$ cat src/rtl/pixel_plot_queue.sv
// pixel_plot_queue: pixel sink FIFO with off-screen clipping and a stallable framebuffer write port.
// Defining PIXEL_QUEUE_CLEAR_EN adds clear/bg_colour and a full-screen background sweep.
module pixel_plot_queue #(
  parameter int unsigned DEPTH_LOG2 = 3,
  parameter int unsigned H_RES      = 160,
  parameter int unsigned V_RES      = 120,
  parameter int unsigned CW         = 24
) (
  input  logic          clk,
  input  logic          reset,
  input  logic          plot,
  input  logic [7:0]    x,
  input  logic [6:0]    y,
  input  logic [CW-1:0] colour,
`ifdef PIXEL_QUEUE_CLEAR_EN
  input  logic          clear,
  input  logic [CW-1:0] bg_colour,
`endif
  output logic          full,
  output logic          overflow,
  output logic [7:0]    clipped,
  input  logic          mem_ready,
  output logic          mem_we,
  output logic [14:0]   mem_addr,
  output logic [CW-1:0] mem_data,
  output logic          idle
);

  localparam int unsigned DEPTH = 1 << DEPTH_LOG2;
  localparam int unsigned PW    = DEPTH_LOG2 + 1;
  localparam int unsigned AW    = 15;
  localparam int unsigned EW    = AW + CW;
  localparam logic [8:0]    X_LIM = 9'(H_RES);
  localparam logic [7:0]    Y_LIM = 8'(V_RES);
  localparam logic [AW-1:0] H_MUL = AW'(H_RES);

  logic [EW-1:0] fifo_mem [DEPTH];
  logic [PW-1:0] wr_ptr;
  logic [PW-1:0] rd_ptr;
  logic          fifo_empty;
  logic          fifo_full;
  logic          in_range;
  logic          stage_load;
  logic          pop;
  logic          accept;
  logic          bypass;
  logic          push;
  logic          blocked;
  logic [AW-1:0] pix_addr;
  logic [EW-1:0] head;
  logic          sweep_on;
  logic [AW-1:0] sweep_cnt;
  logic [CW-1:0] sweep_colour;

  assign fifo_empty = (wr_ptr == rd_ptr);
  assign fifo_full  = (wr_ptr[PW-1] != rd_ptr[PW-1]) && (wr_ptr[PW-2:0] == rd_ptr[PW-2:0]);
  assign in_range   = ({1'b0, x} < X_LIM) && ({1'b0, y} < Y_LIM);
  // 160 = 128 + 32, so the default geometry needs no multiplier
  assign pix_addr   = (H_RES == 160) ?
                      (({8'b0, y} << 7) + ({8'b0, y} << 5) + {7'b0, x}) :
                      (AW'(y) * H_MUL + AW'(x));
  assign head       = fifo_mem[rd_ptr[PW-2:0]];

  assign stage_load = ~mem_we | mem_ready;
  assign pop        = stage_load & ~fifo_empty;
  // a pop in the same cycle frees a slot, so a full queue can still accept
  assign accept     = plot & in_range & ~blocked & (~fifo_full | pop);
  assign bypass     = accept & fifo_empty & stage_load;
  assign push       = accept & ~bypass;

  assign idle = fifo_empty & ~mem_we & ~sweep_on;
  assign full = fifo_full | sweep_on;

`ifdef PIXEL_QUEUE_CLEAR_EN
  localparam logic [AW-1:0] LAST_ADDR = AW'(H_RES * V_RES - 1);
  logic sweep_go;

  assign sweep_go = clear & idle;
  assign blocked  = sweep_on | sweep_go;

  // Background sweep address generator; advances once per accepted write slot
  always_ff @(posedge clk or posedge reset) begin
    if (reset) begin
      sweep_on     <= 1'b0;
      sweep_cnt    <= '0;
      sweep_colour <= '0;
    end else if (sweep_go) begin
      sweep_on     <= 1'b1;
      sweep_cnt    <= '0;
      sweep_colour <= bg_colour;
    end else if (sweep_on && stage_load) begin
      if (sweep_cnt == LAST_ADDR) sweep_on <= 1'b0;
      sweep_cnt <= sweep_cnt + AW'(1);
    end
  end
`else
  assign sweep_on     = 1'b0;
  assign sweep_cnt    = '0;
  assign sweep_colour = '0;
  assign blocked      = 1'b0;
`endif

  // Pointers, status flags and the one-entry output stage
  always_ff @(posedge clk or posedge reset) begin
    if (reset) begin
      wr_ptr   <= '0;
      rd_ptr   <= '0;
      overflow <= 1'b0;
      clipped  <= '0;
      mem_we   <= 1'b0;
      mem_addr <= '0;
      mem_data <= '0;
    end else begin
      if (push) wr_ptr <= wr_ptr + PW'(1);
      if (pop)  rd_ptr <= rd_ptr + PW'(1);
      if (plot && in_range && !accept && !blocked) overflow <= 1'b1;
      if (plot && !in_range && clipped != 8'hFF) clipped <= clipped + 8'd1;
      if (stage_load) begin
        if (sweep_on) begin
          mem_we   <= 1'b1;
          mem_addr <= sweep_cnt;
          mem_data <= sweep_colour;
        end else if (pop) begin
          mem_we                <= 1'b1;
          {mem_addr, mem_data}  <= head;
        end else if (bypass) begin
          mem_we   <= 1'b1;
          mem_addr <= pix_addr;
          mem_data <= colour;
        end else begin
          mem_we   <= 1'b0;
        end
      end
    end
  end

  // Queue storage holds no reset state; pointers define validity
  always_ff @(posedge clk) begin
    if (push) fifo_mem[wr_ptr[PW-2:0]] <= {pix_addr, colour};
  end

endmodule

$ cat config.mk
export PLATFORM = sky130hd
export DESIGN_NAME = pixel_plot_queue
export DESIGN_NICKNAME = d
export VERILOG_FILES = /design/src/rtl/pixel_plot_queue.sv
export SDC_FILE = /design/constraint.sdc
export NUM_CORES = 1
export LEC_CHECK = 0
export ABC_AREA = 1
export CORE_UTILIZATION = 24
export CTS_CLUSTER_DIAMETER = 30
export DETAILED_ROUTE_END_ITERATION = 10
export GPL_TIMING_DRIVEN = 0
export HOLD_SLACK_MARGIN = 0.08
export PLACE_DENSITY_LB_ADDON = 0.1
export RECOVER_POWER = 25
export SYNTH_ARGS = -nofsm -noshare
export SYNTH_HDL_FRONTEND = slang
export SYNTH_SLANG_ARGS = --single-unit
$ cat constraint.sdc
create_clock -name clk -period 6.5 [get_ports clk]
set_clock_uncertainty 0.1 [all_clocks]
set_input_delay 0.975 -clock clk [delete_from_list [all_inputs] [get_ports clk]]
set_output_delay 0.975 -clock clk [all_outputs]
set_load 0.03 [all_outputs]
== Word-level counts from Yosys, hierarchy flattened ==
Memories as Yosys holds them, arrays and structs flattened.
Cells that the tools add are included.

* Bits of input ports: 43
* Output and inout bits: 51
* Logic and storage cells: 50
* RAM bits: 312
* Memories: 1
* Bits in registers: 57

* Bitwise logic cells: 13
* Reduce and logical (&&, ||, !) cells: 10
* $lt $le $gt $ge: 2
* Add/sub/neg operators: 5
* Mux-type cells: 8
* Equality and inequality tests: 4

{| class="wikitable"
|+ Memories
! name !! words !! bits a word !! read ports !! clocked after Yosys merged registers in !! wr ports !! line !! text
|-
| fifo_mem || 8 || 39 || 1 || 0 || 1 || 37 || <nowiki>logic [EW-1:0] fifo_mem [DEPTH];</nowiki>
|}

{| class="wikitable"
|+ Operator list
! operator !! count
|-
| two-way mux 24 bit || 2
|-
| two-way mux 15 bit || 2
|-
| adder 14 x 12 -> 15 bit || 1
|-
| adder 15 x 8 -> 15 bit || 1
|-
| adder 4 x 1 -> 4 bit (second input constant) || 2
|-
| adder 8 x 1 -> 8 bit (second input constant) || 1
|-
| < comparator 8 bit (second input constant) || 1
|-
| inequality test 8 bit (second input constant) || 1
|-
| AND 1 bit || 7
|-
| < comparator 7 bit (second input constant) || 1
|-
| logical AND 1 bit || 6
|-
| == test 4 bit || 1
|-
| two-way mux 1 bit || 4
|-
| inverter 1 bit || 4
|-
| == test 3 bit || 1
|-
| logical NOT 1 bit || 2
|-
| bitwise OR 1 bit || 2
|-
| AND reduction 2 bit || 1
|-
| nonzero test 2 bit || 1
|-
| inequality test 1 bit || 1
|}

== Longest topological paths before layout ==
Gate-level depths: netlist of the first run.

* Word-level depth: 11
* Gate-level depth with buffers: 13
* Mapped depth without buffers: 13

== Worst setup path before layout of the first run ==
No wires, ideal clock.

* Path kind: input to register
* Start point: input mem_ready
* End point: memory fifo_mem[2][0] in the netlist's numbering (enable)
* Slack: 2.651 ns
* Required time: 5.965 ns
* Library setup time: 0.435 ns
* Data arrival time: 3.313 ns
* Buffers on the path: 0
* Stages: 6
* Cells stage by stage: inv_1 > nand2_1 > inv_1 > nand3_1 > nand4_1 > nor2_1

* Word-level cells in the longest chain between the ends: 10

{| class="wikitable"
|+ Ends and longest elaborated chain
! what !! line !! text
|-
| from (decl) || 22 || <nowiki>input logic mem_ready,</nowiki>
|-
| bitwise OR 1 bit (*) || 64 || <nowiki>assign stage_load = ~mem_we | mem_ready;</nowiki>
|-
| AND 1 bit || 65 || <nowiki>assign pop = stage_load & ~fifo_empty;</nowiki>
|-
| bitwise OR 1 bit || 67 || <nowiki>assign accept = plot & in_range & ~blocked & (~fifo_full | pop);</nowiki>
|-
| AND 1 bit || 67 ||
|-
| AND 1 bit (2 in a row) || 68 || <nowiki>assign bypass = accept & fifo_empty & stage_load;</nowiki>
|-
| inverter 1 bit || 69 || <nowiki>assign push = accept & ~bypass;</nowiki>
|-
| AND 1 bit (*) || 69 ||
|-
| two-way mux 1 bit (*) || 139 || <nowiki>if (push) fifo_mem[wr_ptr[PW-2:0]] <= {pix_addr, colour};</nowiki>
|-
| two-way mux 1 bit (implied by the code) (*) || 139 ||
|-
| to (decl) || 37 ||
|}

Every way passes the cells marked *; elsewhere a longest branch is shown, timed or not.

==> metrics.cfg, run 1 <==
[clock_tree]
cts_tree=built
cts_resized=0
cts_hold_buffers=0
post_cts_buffers=0
htree_levels=3
cts_root_buffer=clkbuf_16
clk_pin_slew_worst_paths_ns=0.04
clock_latency_ns=0.63
cts-buffers-inserted=102
cts.sinks=369
clockBufferDepth=3

[critical_path]
r2r_cells=10
cp_max_fo=44
endpoint_kind=async pin
cp_data_required_time_ns=6.42
r2r_setup_slack_ns=3.01
reg2reg_from=rd_ptr[0]
r2r-end=fifo_mem[2][11]
cp.arrival_ns=4.29
critPathLaunchType=input pin
crit_type=in -> async

[layout]
area_growth_pct=36.3
diodes=0
fillers=6604
drive_above_1_share_pct=11.9
final_cell_mix=nor2_1 (376), nand2_1 (371), edfxtp_1 (312)
fin_area_mm2=0.0218
fin_util_pct=33.1
layout_commonest_cell=nor2_1
nets=1834

[logic_synthesis]
ys_seq_area_share_pct=67.6
syn_area_per_cell_um2=10.2
synthAdderAreaFrac_pct=1.51
syn_nets=1623
yosysWarnings=0
muxShareOfSynthArea_pct=0
synth_compound_area_share_pct=5.22
yosys.area_share.simple_pct=20.7
synth_top_family_by_area=simple AND/OR/NAND/NOR gates
synth-xor-area-share_pct=0.768
synth.cell_area_mm2=0.0160
netlist_instances=1562
synth.distinct_cells=29
ys_ff_latch=369

[power]
p_sw_uw=4140
swShare_pct=35.6
p_clk_share_pct=42.0
irDropWorstVdd_uv=257
power_frac_comb_pct=31.3
p_leak_uw=0.00854
p_per_area_mw_per_mm2=535
seq_power_share_pct=26.7
p_total_uw=11600
power.internal_uw=7490

[timing]
finalHoldViolCount=0
timing.final.crit_period_ns=4.37
layout_setup_ws_ns=2.13
max_freq_mhz=229
worstMarginPinSlew_ns=3.14
drv_slew=45
setup_viol_count_final=0
finalCritPeriodShare_pct=67.2
rsz0062_at_grt=false
maxSlewHeadroom_pct=-109
tns_ns=0

[global_route]
grt_max_degree=45
grt_usage_pct=15.3
grt_overflow=0
antenna_found_initial=2
grt_pass1_vias=11700
grt_pass1_wl_mm=75.7

[place]
place_ws_ns=2.22
place_congestion=0.788
place_area_mm2=0.0184
port_buffers=93
detailed_place_hpwl_mm=32.4

[detailed_routing]
ant_nets=0
avgRoutedWirePerCell_um=18.5
drt-total-wl_mm=50.4
drt-initial-drc-count=650
vias=11500
remaining_drc_errors=0
vias_per_cell=4.22
first_pass_iters=5

[floorplanning]
initial_utilization_pct=24.3
fp.dieH_um=260
io_pins=94
core_area_mm2=0.0657
die-area_mm2=0.0675
rows=94
die-width_um=260

[worst_hold_path]
hold_depth=1
whs_endpoint=overflow
hold_path_startpoint=overflow
hp-class=reg -> reg

[status]
status=finished with violations
failed_checks=max-capacitance violations, max-slew violations

[flow_run]
cap_violations=1

per-stage QoR:
stage	hold slack [ns]	std cells
finish	0.373	2725
floorplan	0.386	1562
global route	0.413	2725
global placement	0.368	2519
detailed placement	0.365	2533
CTS	0.378	2725
routing by layer:
| metal | vias up | wire [um] | track usage (%) |
|---|---|---|---|
| met5 | - | 0 | 0 |
| met4 | 0 | 1230 | 5.57 |
| met3 | 91 | 2390 | 3.44 |
| met2 | 259 | 23200 | 24.5 |
| met1 | 5490 | 23600 | 20.2 |
| li1 | 5657 | - | - |
cells in the mapped netlist:
master / number / area [um2]
nand3_2: 2 / 20.0
buf_1: 6 / 22.5
buf_2: 31 / 155
buf_6: 3 / 33.8
nand3b_1: 1 / 7.51
fa_1: 2 / 40.0
nor2_1: 384 / 1440
xnor2_1: 5 / 43.8
dfrtp_1: 57 / 1430
nand3_1: 63 / 315
nor2_2: 1 / 6.26
nand4_1: 10 / 62.6
inv_2: 2 / 7.51
buf_4: 7 / 52.6
o21ai_1: 23 / 115
nand2_2: 2 / 12.5
nor2_4: 1 / 11.3
clkbuf_1: 32 / 120
xor2_1: 9 / 78.8
nand2_1: 371 / 1390
o21ai_0: 138 / 691
or2_2: 1 / 6.26
ha_1: 16 / 200
o21bai_1: 1 / 7.51
nand2_4: 1 / 11.3
inv_1: 75 / 282
nor3_1: 2 / 10.0
edfxtp_1: 312 / 9370
a21oi_1: 4 / 20.0
cell type report:
type                       count  area, um2  area share [%]
clock inverter                49        583            2.68
buffer                        79        384            1.77
timing repair buffer         107       1250            5.73
multi-input combinational   1037       4550            20.9
clock buffer                 143       2820            13.0
tap                          864       1080            4.97
sequential                   369      10800            49.6
inverter                      77        290            1.33
flip-flops by register name, summed over array words and instances, names as in the netlist:
name and flops:
clipped 8, fifo_mem 312, mem_addr 15, mem_data 24, mem_we 1, overflow 1, rd_ptr 4, wr_ptr 4
worst max-delay path, cell delays in order:
cell and delay [ns]:
dlygate4sd3_1 0.55, clkinvlp_2 0.46, clkbuf_1 2.25
power by group through the flow:
stage / Sequential, uW / Clock [uW] / Combinational, uW
2_1_floorplan: 3410 / 0 / 1920
3_3_place_gp: 3170 / 0 / 3670
3_5_place_dp: 3150 / 0 / 3750
4_1_cts: 3110 / 4970 / 3760
5_1_grt: 3150 / 5090 / 4090
6_report: 3110 / 4880 / 3640
worst max-delay path by stage:
stage / startpoint / end / slack, ns
floorplan: mem_ready / fifo_mem[2][0] / 2.65
global placement: mem_ready / fifo_mem[7][24] / -0.58
detailed placement: mem_ready / fifo_mem[0][3] / 2.22
CTS: rd_ptr[0] / full / 2.48
global route: reset / overflow / 1.34
finish: reset / overflow / 2.13
cells by family (layout without fill, tap and decap cells):
family,count (synthesis),in the layout
fa+ha+maj,18,18
flops,369,369
simple gates,839,839
xor+xnor,14,14
buf+inv,156,455
compound gates,166,166
(Power assumes the default switching activity.)
==> inputs of run 2 (changes only) <==
==> constraint.sdc (replaced) <==
create_clock -name clk -period 4.6 [get_ports clk]
set_clock_uncertainty 0.1 [all_clocks]
set_input_delay 0.69 -clock clk [delete_from_list [all_inputs] [get_ports clk]]
set_output_delay 0.69 -clock clk [all_outputs]
set_load 0.03 [all_outputs]
==> run 2 against run 1 <==
Against the previous run:
- the flow now finishes without violations
- largest cell class unchanged
- cell area grew 0.11%
- setup slack lost 1.2 ns
- highest routed layer unchanged
- sequential share of layout area shrank 0.054 points
- non-clock buffer count is the same
==> metrics.cfg, run 2 (synthesized netlist as in run 1, its figures left out) <==
[clock_tree]
cts.sinks=369  ; unchanged
htree_levels=3  ; unchanged
clock_latency_ns=0.63  ; about the same
cts-buffers-inserted=102  ; unchanged
cts_root_buffer=clkbuf_16  ; unchanged
cts_tree=built  ; unchanged
clk_pin_slew_worst_paths_ns=0.04  ; about the same
post_cts_buffers=0  ; unchanged
cts_resized=0  ; unchanged
clockBufferDepth=3  ; unchanged
cts_hold_buffers=0  ; unchanged

[place]
place_congestion=0.788  ; unchanged
port_buffers=93  ; unchanged
detailed_place_hpwl_mm=32.4  ; unchanged
dp.cells=2533  ; unchanged

[detailed_routing]
ant_nets=0  ; unchanged
vias=11500  ; about the same
drt-initial-drc-count=667  ; was 650
drt-total-wl_mm=50.4  ; about the same
vias_per_cell=4.22  ; about the same
avgRoutedWirePerCell_um=18.5  ; about the same
remaining_drc_errors=0  ; unchanged
first_pass_iters=5  ; unchanged

[global_route]
grt_usage_pct=15.3  ; unchanged
use_met3_pct=3.44  ; unchanged
antenna_found_initial=2  ; unchanged
busiest_layer=met2  ; unchanged
gr-usage-met2_pct=24.5  ; unchanged
gr-usage-met1_pct=20.2  ; unchanged
grt_max_degree=45  ; unchanged
grt_pass1_wl_mm=75.7  ; unchanged
grt_pass1_vias=11700  ; unchanged
grt_overflow=0  ; unchanged

[timing]
tns_ns=0  ; unchanged
setup_viol_count_final=0  ; unchanged
finalCritPeriodShare_pct=79.0
drv_slew=0  ; was 45
max_freq_mhz=275
finalHoldViolCount=0  ; unchanged
worstMarginPinSlew_ns=0.986  ; was 3.14 ns
rsz0062_at_grt=false  ; unchanged
maxSlewHeadroom_pct=34.3  ; was -109%
hold_ws_ns=0.373  ; about the same
timing.final.crit_period_ns=3.63

[flow_run]
cap_violations=0  ; was 1

[layout]
final_cell_mix=nor2_1 (376), nand2_1 (371), edfxtp_1 (312)  ; unchanged
area_growth_pct=36.4  ; was 36.3%
diodes=0  ; unchanged
finalNonFillerCells=2725  ; unchanged
nets=1834  ; unchanged
fillers=6600  ; was 6604
layout_commonest_cell=nor2_1  ; unchanged
largest_register_ff_count=312  ; unchanged
drive_above_1_share_pct=11.9  ; about the same

[power]
p_leak_uw=0.00855  ; was 0.00854 uW
p_per_area_mw_per_mm2=755  ; was 535 mW/mm2
irDropWorstVdd_uv=362  ; was 257 uV

[critical_path]
cp_max_fo=10  ; was 44
crit_type=reg -> out  ; was in -> async
endpoint_kind=primary output  ; was async pin
cp_data_required_time_ns=3.81  ; was 6.42 ns
critPathLaunchType=flip-flop  ; was input pin
cp.arrival_ns=2.84  ; was 4.29 ns

[status]
status=finished clean  ; was finished with violations

[floorplanning]
io_pins=94  ; unchanged
die-width_um=260  ; unchanged
die-area_mm2=0.0675  ; unchanged
rows=94  ; unchanged
core_area_mm2=0.0657  ; unchanged
initial_utilization_pct=24.3  ; unchanged
fp.dieH_um=260  ; unchanged

[worst_hold_path]
hp-class=reg -> reg  ; unchanged

[run 2: worst max-delay path, stage by stage, from the launching register on]
cell,delay (ns)
dfrtp_1,0.55
inv_2,0.18
buf_6,0.20
nand2_1,0.06
nand2_1,0.05
nor2_2,0.17
nand2_2,0.17
nor2_1,0.12
clkdlybuf4s50_1,0.68
[run 2: layout make-up]
class | count | area (um2) | area share [%]
clock inverter | 49 | 583 | 2.68
timing repair buffer | 107 | 1270 | 5.84
inverter | 77 | 290 | 1.33
tap | 864 | 1080 | 4.96
clock buffer | 143 | 2820 | 12.9
buffer | 79 | 384 | 1.76
multi-input combinational | 1037 | 4550 | 20.9
sequential | 369 | 10800 | 49.6
[run 2: metal layers]
| metal | routed length [um] | up-vias |
|---|---|---|
| met5 | 0 | - |
| met2 | 23200 | 262 |
| li1 | - | 5660 |
| met1 | 23500 | 5478 |
| met4 | 1270 | 0 |
| met3 | 2480 | 94 |
[run 2: final timing paths]
| check | start | endpoint | slack, ns | cells past startpoint |
|---|---|---|---|---|
| worst max register to register | rd_ptr[0] | fifo_mem[2][11] | 1.11 | 10 |
| max in group asynchronous | reset | overflow | 3.13 | 3 |
| worst min register to register | overflow | overflow | 0.37 | 1 |
| worst max-delay path | rd_ptr[0] | idle | 0.97 | 8 |
| min in group asynchronous | reset | mem_data[19] | 0.55 | 2 |
| worst min-delay path | overflow | overflow | 0.37 | 1 |
[run 2: power by group]
group / internal, uW / switching [uW]
registers: 4180 / 206
clock network: 4820 / 2070
logic: 1570 / 3580
[run 2: stage by stage]
stage / worst slack (ns) / utilization, % / instance area, um2 / total power, uW
3_5_place_dp: 0.606 / 28.0 / 18400 / 9750
4_1_cts: 0.867 / 33.1 / 21800 / 16700
2_1_floorplan: 1.04 / - / 16000 / 7530
5_1_grt: 0.794 / 33.1 / 21800 / 17400
3_3_place_gp: -2.20 / 27.3 / 18000 / 9660
6_report: 0.965 / 33.1 / 21800 / 16400
==> inputs of run 3 (changes only) <==
==> constraint.sdc (replaced) <==
create_clock -name clk -period 3.4 [get_ports clk]
set_clock_uncertainty 0.1 [all_clocks]
set_input_delay 0.51 -clock clk [delete_from_list [all_inputs] [get_ports clk]]
set_output_delay 0.51 -clock clk [all_outputs]
set_load 0.03 [all_outputs]
==> run 3 against run 2 <==
Against the previous run:
- die area unchanged
- combinational power rose by 35%
- sequential share of layout area about the same
- hold slack hardly changed
- cell area about the same
- sequential power grew 35%
- flip-flop and latch count unchanged
- routed wire length shrank 0.17%
- via count up 0.17%
- critical path type unchanged
- largest power group unchanged
==> metrics.cfg, run 3 (synthesized netlist as in run 1, its figures left out) <==
[critical_path]
reg2reg_from=rd_ptr[0]  ; unchanged
cp_max_fo=10  ; unchanged
r2r_cells=10  ; unchanged
crit_top_cell=nand2_1  ; unchanged
critPathLaunchType=flip-flop  ; unchanged
endpoint_kind=primary output  ; unchanged
cp_data_required_time_ns=2.79  ; was 3.81 ns
critPathMaxStageDelay_ns=0.48  ; was 0.68 ns
cp.buffers_inverters=4  ; was 3
r2r_setup_slack_ns=0.25  ; was 1.11 ns
crit_slowest_cell=dfrtp_2  ; was clkdlybuf4s50_1
cp.arrival_ns=2.55  ; was 2.84 ns
crit_type=reg -> out  ; unchanged
worstSetupStartpoint=rd_ptr[0]  ; unchanged
r2r-end=fifo_mem[2][11]  ; unchanged
crit_path_cell_trace=inv_2 > buf_6 > nand2_1 > nand2_1 > nand2_1 > nor2_1 > nand2_1 > inv_1 > dlygate4sd2_1  ; was inv_2 > buf_6 > nand2_1 > nand2_1 > nor2_2 > nand2_2 > nor2_1 > clkdlybuf4s50_1
critical_path.top_delay_family=buffers and inverters  ; unchanged

[worst_hold_path]
hold_depth=1  ; unchanged
hold_path_startpoint=overflow  ; unchanged
hp-class=reg -> reg  ; unchanged
whs_endpoint=overflow  ; unchanged

[detailed_routing]
remaining_drc_errors=0  ; unchanged
drt-total-wl_mm=50.3  ; was 50.4 mm
avgRoutedWirePerCell_um=18.5  ; about the same
vias_per_cell=4.22  ; about the same
ant_nets=0  ; unchanged
drt-initial-drc-count=615  ; was 667
vias=11500  ; about the same
first_pass_iters=5  ; unchanged

[place]
place_congestion=0.788  ; unchanged
port_buffers=93  ; unchanged
detailed_place_hpwl_mm=32.4  ; unchanged
place_area_mm2=0.0184  ; unchanged
place_ws_ns=-0.414  ; was 0.606 ns

[clock_tree]
post_cts_buffers=0  ; unchanged
clk_pin_slew_worst_paths_ns=0.04  ; about the same
cts_root_buffer=clkbuf_16  ; unchanged
cts.sinks=369  ; unchanged
clockBufferDepth=3  ; unchanged
cts-buffers-inserted=102  ; unchanged
cts_tree=built  ; unchanged
clock_latency_ns=0.63  ; about the same
htree_levels=3  ; unchanged

[layout]
final_cell_mix=nor2_1 (376), nand2_1 (371), edfxtp_1 (312)  ; unchanged
area_growth_pct=36.5  ; was 36.4%
diodes=0  ; unchanged
nets=1835  ; was 1834
fin_area_mm2=0.0218  ; about the same
layout_commonest_cell=nor2_1  ; unchanged
largest_register_ff_count=312  ; unchanged
drive_above_1_share_pct=12.0  ; was 11.9%

[global_route]
grt_pass1_wl_mm=75.8  ; was 75.7 mm
antenna_found_initial=2  ; unchanged
grt_max_degree=45  ; unchanged
grt_usage_pct=15.3  ; about the same
grt_overflow=0  ; unchanged
grt_pass1_vias=11800  ; was 11700

[timing]
finalHoldViolCount=0  ; unchanged
drv_slew=0  ; unchanged
rsz0062_at_grt=false  ; unchanged
worstMarginPinSlew_ns=0.944  ; was 0.986 ns
max_freq_mhz=316
setup_viol_count_final=0  ; unchanged
finalCritPeriodShare_pct=92.9
timing.final.crit_period_ns=3.16
layout_setup_ws_ns=0.240  ; was 0.965 ns
maxSlewHeadroom_pct=37.0  ; was 34.3%

[floorplanning]
die-area_mm2=0.0675  ; unchanged
io_pins=94  ; unchanged
die-width_um=260  ; unchanged
initial_utilization_pct=24.3  ; unchanged
rows=94  ; unchanged
fp.dieH_um=260  ; unchanged
core_area_mm2=0.0657  ; unchanged

[power]
irDropWorstVdd_uv=492  ; was 362 uV
p_leak_uw=0.00858  ; was 0.00855 uW
p_per_area_mw_per_mm2=1020  ; was 755 mW/mm2

[flow_run]
cap_violations=0  ; unchanged

[status]
status=finished clean  ; unchanged

==> run 3: cell count changes in the layout (fill, tap and decap cells not counted) <==
cell / previous run / this run
clkdlybuf4s50_1: 67 / 65
inv_4: 0 / 1
dfrtp_1: 57 / 56
dlymetal6s2s_1: 0 / 1
dfrtp_2: 0 / 1
clkinvlp_2: 1 / 0
dlygate4sd2_1: 0 / 1
nand3_1: 63 / 62
dlygate4sd3_1: 26 / 27
nand3_2: 2 / 3
==> run 3: layout make-up <==
class                           instances  area (um2)
Buffer                                 79         384
Clock inverter                         49         583
Tap cell                              864        1080
Sequential cell                       369       10800
Fill cell                            6602       44000
Clock buffer                          143        2820
Timing Repair Buffer                  108        1280
Inverter                               77         292
Multi-Input combinational cell       1037        4560
==> run 3: report_power, final <==
group / leakage (uW) / internal (uW) / switching [uW]
clock network: 0.00164 / 6520 / 2800
registers: 0.00350 / 5660 / 278
logic: 0.00344 / 2130 / 4830
==> run 3: per-stage QoR <==
step	setup TNS, ns	utilization (%)	total power, uW	hold WS (ns)	cells
after floorplan	-1.09	-	10200	0.386	1562
after global placement	-993.29	27.3	13100	0.368	2519
after detailed placement	-61.57	28.0	13200	0.365	2533
after CTS	0	33.1	22700	0.378	2726
after global routing	0	33.2	23600	0.413	2726
final	0	33.2	22200	0.373	2726
==> run 3: worst register-to-register path, stage by stage, from the launching register on <==
cell     delay (ns)
dfrtp_2        0.48
inv_2          0.14
buf_6          0.18
nand2_1        0.08
nand2_1        0.05
nand2_1        0.08
nor2_1         0.07
nand3_2        0.18
nand4_1        0.37
nor2_4         0.82
buf_12         0.27
==> run 3: timing repair <==
| item | CTS | global route |
|---|---|---|
| gates resized for setup | 3 | 1 |
| hold buffers | 1 | 0 |
| endpoints found under the setup margin | 97 | 1 |
| endpoints found under the hold margin | 13 | 0 |
==> run 3: per-layer routing <==
| metal | vias to the layer above | wire [um] | GRT usage [%] |
|---|---|---|---|
| met2 | 281 | 23200 | 24.5 |
| met4 | 0 | 1260 | 5.57 |
| met1 | 5478 | 23200 | 20.2 |
| li1 | 5662 | - | - |
| met3 | 93 | 2630 | 3.43 |
| met5 | - | 0 | 0 |
==> run 3: worst max-delay path by stage <==
stage,endpoint,slack [ns],cells after the start
2_1_floorplan,fifo_mem[2][0],-0.004,5
3_3_place_gp,fifo_mem[7][24],-3.22,7
3_5_place_dp,fifo_mem[0][3],-0.41,8
4_1_cts,idle,0.02,8
5_1_grt,fifo_mem[2][13],0.002,10
6_report,full,0.24,9
==> RTL change 1: new RTL, config.mk and constraints of run 3 <==
The parameter `CW` goes from 24 to 12.
--- a/src/rtl/pixel_plot_queue.sv
+++ b/src/rtl/pixel_plot_queue.sv
@@ -4,7 +4,7 @@
   parameter int unsigned DEPTH_LOG2 = 3,
   parameter int unsigned H_RES      = 160,
   parameter int unsigned V_RES      = 120,
-  parameter int unsigned CW         = 24
+  parameter int unsigned CW         = 12
 ) (
   input  logic          clk,
   input  logic          reset,
Interface: changed (resized colour and mem_data); port bits go from 94 to 70. The function was not compared with the original's and may differ.
==> RTL change 1 against run 3 <==
The run now ends with DRC left. First-iteration DRC count shrank 36%. Area after synthesis decreased by 28%. Largest power group unchanged. Sequential cell count fell by 108. Maximum frequency increased by 1.1%. Power decreased by 26%. Critical endpoint is now fifo_mem[5][22]$_DFFE_PP_. Highest routed layer unchanged. Setup slack improved by 35 ps. Wire length shrank 29%. Synthesized cell count fell by 28%. Critical path type is now in2reg. Final area fell by 27%. Via count down 28%. Register-to-register slack improved by 240 ps. Clock power is 24% lower. Hold slack improved by 20 ps. Critical path depth shrank 1.
==> RTL change 1: results (changes against run 3) <==
| Metric | Value |
|---|---|
| Post-synth EDFFs | 216 (-31%) |
| Root buf cell | clkbuf_16 |
| Seq/Total Area, Yosys | 66.3% (-1.3 points) |
| Initial drt markers | 396 (-36%) |
| H-tree levels | 3 (unchanged) |
| Initial antenna violation count | 0 (-2) |
| CP max stage cell | xor2_1 |
| Detailed Place HPWL | 23.8 mm (-26%) |
| Largest net degree at the start of global routing | 24 (-47%) |
| Worst path top cell family by delay | adder cells |
| Failing checks | DRC |
| Setup slack, reg-to-reg | 490 ps (+240 ps) |
| CTS buffer count | 75 (-26%) |
| Cell variety after synth | 33 (+14%) |
| Router iterations before antenna repair | 7 (+2) |
| Status | finished with violations |
| # diodes | 0 (unchanged) |
| Total number of vias | 8265 (-28%) |
| Synth cell count leaders | nor2_1, nand2_1, edfxtp_1 |
| Max FFs per register | 216 (-31%) |
| GRT Util Overall | 15.4% (+0.029 points) |
| Arr. time, crit path | 3220 ps (+670 ps) |
| Top cells by area, synth | edfxtp_1, dfrtp_1, nor2_1 |
| CP Max Fanout | 9 (-1) |
| First-pass GRT wire length | 53.8 mm (-29%) |
| Ys async rst share | 17.2% (+1.8 points) |
| Worst skew pair latency | 570 ps (-60 ps) |
| Vias in the first global route | 8433 (-28%) |
| Peak VDD IR | 0.000387 V (-21%) |
| GPL Wtd Cong | 0.740 (-6.0%) |
| Fin Hold WS | 393 ps (+19.9 ps) |
| Residual DRC | 1 (+1) |
| Syn_nets | 1168 (-28%) |
| Leakage | 0.00629 uW (-27%) |
| I/O Buffers | 69 (-26%) |
| Worst-path clk slew | 40 ps (about the same) |
| Routed len/inst | 18.5 microns (about the same) |
| Max Buffers Root-to-Sink | 3 (unchanged) |
| Worst-margin pin slew | 1180 ps (+237 ps) |
| Fillcell total | 4748 (-28%) |
| Nets | 1326 (-28%) |
| Share of cells above drive strength 1 | 13.1% (+1.0 points) |
| Yosys warns | 0 (unchanged) |
| HP Class | reg2reg |
| Place WS | -331 ps (+83.2 ps) |
| Crit-path max cell delay | 890 ps (+410 ps) |
-- RTL change 1: cell types whose count changed after synthesis, moves of 3 or more --
cell,delta
nor3_2,+3
buf_1,-3
nand4_1,-3
buf_2,-8
edfxtp_1,-96
nor2_1,-96
o21ai_0,-20
nand2_1,-115
clkbuf_1,-12
inv_1,-39
dfrtp_1,-12
nand3_1,-25
o21ai_1,-20
-- RTL change 1: area by class of cell --
class,count,share of cell area (%)
Clock buffer,109,13.3
Timing Repair Buffer,81,6.04
Buffer,54,1.72
Inverter,38,0.901
Clock inverter,30,2.93
Tap cell,607,4.80
Multi-Input combinational cell,766,22.2
Sequential cell,261,48.1
-- RTL change 1: cell families after synthesis --
| family | count (synthesis) | synth area share (%) |
|---|---|---|
| flops | 261 | 66.3 |
| fa+ha+maj | 18 | 2.09 |
| buf+inv | 92 | 3.62 |
| simple gates | 605 | 21.2 |
| compound gates | 129 | 5.73 |
| xor+xnor | 14 | 1.07 |
-- RTL change 1: repair_timing --
| action | in CTS | in global routing |
|---|---|---|
| gates resized for setup | 0 | 1 |
| setup buffers | 0 | 0 |
| endpoints found under the setup margin | 0 | 1 |
| hold endpoints to repair | 0 | 0 |
-- RTL change 1: per-layer routing --
| metal | share of wire [%] | global-route usage, % |
|---|---|---|
| met1 | 46 | 20.0 |
| met2 | 48 | 25.0 |
| met3 | 4.3 | 3.27 |
| met4 | 1.9 | 5.62 |
| met5 | 0 | 0 |
-- RTL change 1: worst paths after layout --
kind	startpoint	end	cells past startpoint
max	y[0]	fifo_mem[5][22]$_DFFE_PP_	8
min	overflow$_DFFE_PP0P_	overflow$_DFFE_PP0P_	1
max reg2reg	mem_we$_DFFE_PP0P_	mem_data[11]$_DFFE_PP0P_	8
min reg2reg	overflow$_DFFE_PP0P_	overflow$_DFFE_PP0P_	1
max in group asynchronous	reset	mem_addr[11]$_DFFE_PP0P_	3
min in group asynchronous	reset	clipped[1]$_DFFE_PP0P_	2
-- RTL change 1: through the flow --
| step | area, sq um | util [%] | setup TNS [ps] | cells |
|---|---|---|---|---|
| floorplan | 11500 | - | 0 | 1119 |
| detailed placement | 13300 | 28.3 | -6450 | 1807 |
| finish | 15800 | 33.8 | 0 | 1946 |
| global placement | 12900 | 27.6 | -331060 | 1795 |
| CTS | 15800 | 33.8 | 0 | 1946 |
| global route | 15800 | 33.8 | 0 | 1946 |
-- RTL change 1: report_power, final --
part	internal (uW)	switching, uW
logic	1600	3530
registers	4030	228
clock network	5080	2000
total	10700	5750
==> RTL change 2: new RTL, flow settings as in run 3 <==
Without the edit above. Put one more register stage on the output `overflow`, cleared by the reset. The value now appears one clock later. The other outputs are not delayed to match.
--- a/src/rtl/pixel_plot_queue.sv
+++ b/src/rtl/pixel_plot_queue.sv
@@ -33,6 +33,8 @@
   localparam logic [8:0]    X_LIM = 9'(H_RES);
   localparam logic [7:0]    Y_LIM = 8'(V_RES);
   localparam logic [AW-1:0] H_MUL = AW'(H_RES);
+
+  logic overflow_s0;
 
   logic [EW-1:0] fifo_mem [DEPTH];
   logic [PW-1:0] wr_ptr;
@@ -105,7 +107,7 @@
     if (reset) begin
       wr_ptr   <= '0;
       rd_ptr   <= '0;
-      overflow <= 1'b0;
+      overflow_s0 <= 1'b0;
       clipped  <= '0;
       mem_we   <= 1'b0;
       mem_addr <= '0;
@@ -113,7 +115,7 @@
     end else begin
       if (push) wr_ptr <= wr_ptr + PW'(1);
       if (pop)  rd_ptr <= rd_ptr + PW'(1);
-      if (plot && in_range && !accept && !blocked) overflow <= 1'b1;
+      if (plot && in_range && !accept && !blocked) overflow_s0 <= 1'b1;
       if (plot && !in_range && clipped != 8'hFF) clipped <= clipped + 8'd1;
       if (stage_load) begin
         if (sweep_on) begin
@@ -139,5 +141,13 @@
     if (push) fifo_mem[wr_ptr[PW-2:0]] <= {pix_addr, colour};
   end
 
+  always_ff @(posedge clk or posedge reset) begin
+    if (reset) begin
+      overflow <= '0;
+    end else begin
+      overflow <= overflow_s0;
+    end
+  end
+
 endmodule
 
Formal check against the unedited RTL: no difference found for any inputs over 4 cycles, from zero or initial values and one cycle with reset high; that may be too few to reach the edited logic, so the function may still have changed.
==> RTL change 2 against run 3 <==
The run now ends with capacitance limit, slew limit left. Sequential share of layout area is 0.17 points higher. Die area fell by 0.48%. Critical path depth is 1 lower. Core utilization up 0.38 points. Area after synthesis down 0.49%. Sequential cell count rose by 1. Wire length rose by 2.2%. Power is 2.2% higher. Setup slack worse by 27 ps. Final area decreased by 0.12%.
==> RTL change 2: results (changes against run 3) <==
| Metric | Value |
|---|---|
| Leakage | 0.00872 uW (+1.6%) |
| Comb power | 7100 uW (+2%) |
| GPL Wtd Cong | 0.743 (-5.7%) |
| Slew Limit Fails | 29 (+29) |
| Initial drt markers | 688 (+12%) |
| M1 wire length | 23.5 mm (+0.94%) |
| Met3 routed WL | 2.19 mm (-17%) |
| Clock share of power | 42.5% (+0.6 points) |
| GR Util met2 | 25.4% (+0.90 points) |
| Share of cells above drive strength 1 | 14.7% (+2.7 points) |
| Detailed Place HPWL | 32.6 mm (+0.88%) |
| Peak VDD IR | 0.000379 V (-23%) |
| Arr. time, crit path | 2580 ps (+30 ps) |
| Max FFs per register | 312 (unchanged) |
| Fillcell total | 6565 (-0.56%) |
| Initial antenna violation count | 1 (-1) |
| Place WS | -607 ps (-193 ps) |
| GRT Util Overall | 15.4% (+0.10 points) |
| Max cap viols | 1 (+1) |
| Routed len/inst | 19.3 microns (+4.7%) |
| Mapped Cells | 1501 (-3.9%) |
| Non-Filler Instances | 2662 (-2.3%) |
| Nets | 1777 (-3.2%) |
| Syn_nets | 1562 (-3.8%) |
| Ys async rst share | 15.7% (+0.23 points) |
| Via-to-Cell Ratio | 4.27 (+1.1%) |
| First-pass GRT wire length | 75.5 mm (-0.35%) |
| Status | finished with violations |
| Cell variety after synth | 29 (unchanged) |
| Largest net degree at the start of global routing | 31 (-31%) |
| Max Buffers Root-to-Sink | 3 (unchanged) |
| Internal Power | 14500 uW (+1.6%) |
| CTS buffer count | 104 (+2.0%) |
| Crit-path max cell delay | 660 ps (+180 ps) |
| Dpl cells | 2460 (-2.9%) |
| Seq/Total Area, Yosys | 68.1% (+0.49 points) |
| Top cells by area, synth | edfxtp_1, nand2_1, dfrtp_1 |
| Post-CTS Resized | 0 (-3) |
| Vias in the first global route | 11600 (-1.3%) |
| CTS Hold Buffers Added | 0 (-1) |
| Met3 usage | 3.09% (-0.35 points) |
| Worst-margin pin slew | 1660 ps (+713 ps) |
| Failing checks | capacitance limit, slew limit |
| Wire length on met2 | 24.7 mm (+6.3%) |
| Met1 usage | 19.9% (-0.24 points) |
==> RTL change 2: cell count changes after synthesis, moves of 5 or more <==
cell / before / now
clkbuf_1: 32 / 23
nand3_1: 63 / 77
nor2_1: 384 / 79
nand3_2: 2 / 12
nand2_1: 371 / 566
inv_2: 2 / 7
a21oi_1: 4 / 67
o21ai_0: 138 / 94
==> RTL change 2: worst paths after layout <==
check,slack (ps),cells past startpoint,end,start
max,210,8,full,rd_ptr[0]$_DFFE_PP0N_
min,280,0,overflow$_DFF_PP0_,overflow_s0$_DFFE_PP0P_
max reg2reg,310,9,fifo_mem[5][32]$_DFFE_PP_,rd_ptr[0]$_DFFE_PP0N_
min reg2reg,280,0,overflow$_DFF_PP0_,overflow_s0$_DFFE_PP0P_
max in group asynchronous,1740,3,mem_data[6]$_DFFE_PP0P_,reset
min in group asynchronous,640,2,clipped[7]$_DFFE_PP0P_,reset
==> RTL change 2: per-stage QoR <==
step           setup TNS (ps)  power (uW)  instance area [sq um]
2_1_floorplan           -8690       10200                  15900
3_3_place_gp         -1061170       13200                  17900
3_5_place_dp          -122470       13300                  18200
4_1_cts                     0       23100                  21700
5_1_grt                     0       24000                  21800
6_report                    0       22700                  21800
==> RTL change 2: layout make-up <==
class | instances | share of cell area [%]
timing repair buffer | 109 | 5.63
sequential | 370 | 49.7
buffer | 76 | 1.73
inverter | 81 | 1.40
clock inverter | 71 | 3.55
clock buffer | 126 | 12.7
tap | 855 | 4.91
multi-input combinational | 974 | 20.4
==> RTL change 2: cells by family after synthesis <==
logic type               count (synthesis)  share of synthesized area, %
adder cells (fa/ha/maj)                 18                          1.51
XOR/XNOR                                15                         0.827
AND/OR/NAND/NOR                        756                          19.4
flip-flops                             370                          68.1
AO/OA/AOI/OAI                          185                          5.84
buffers and inverters                  157                          4.29
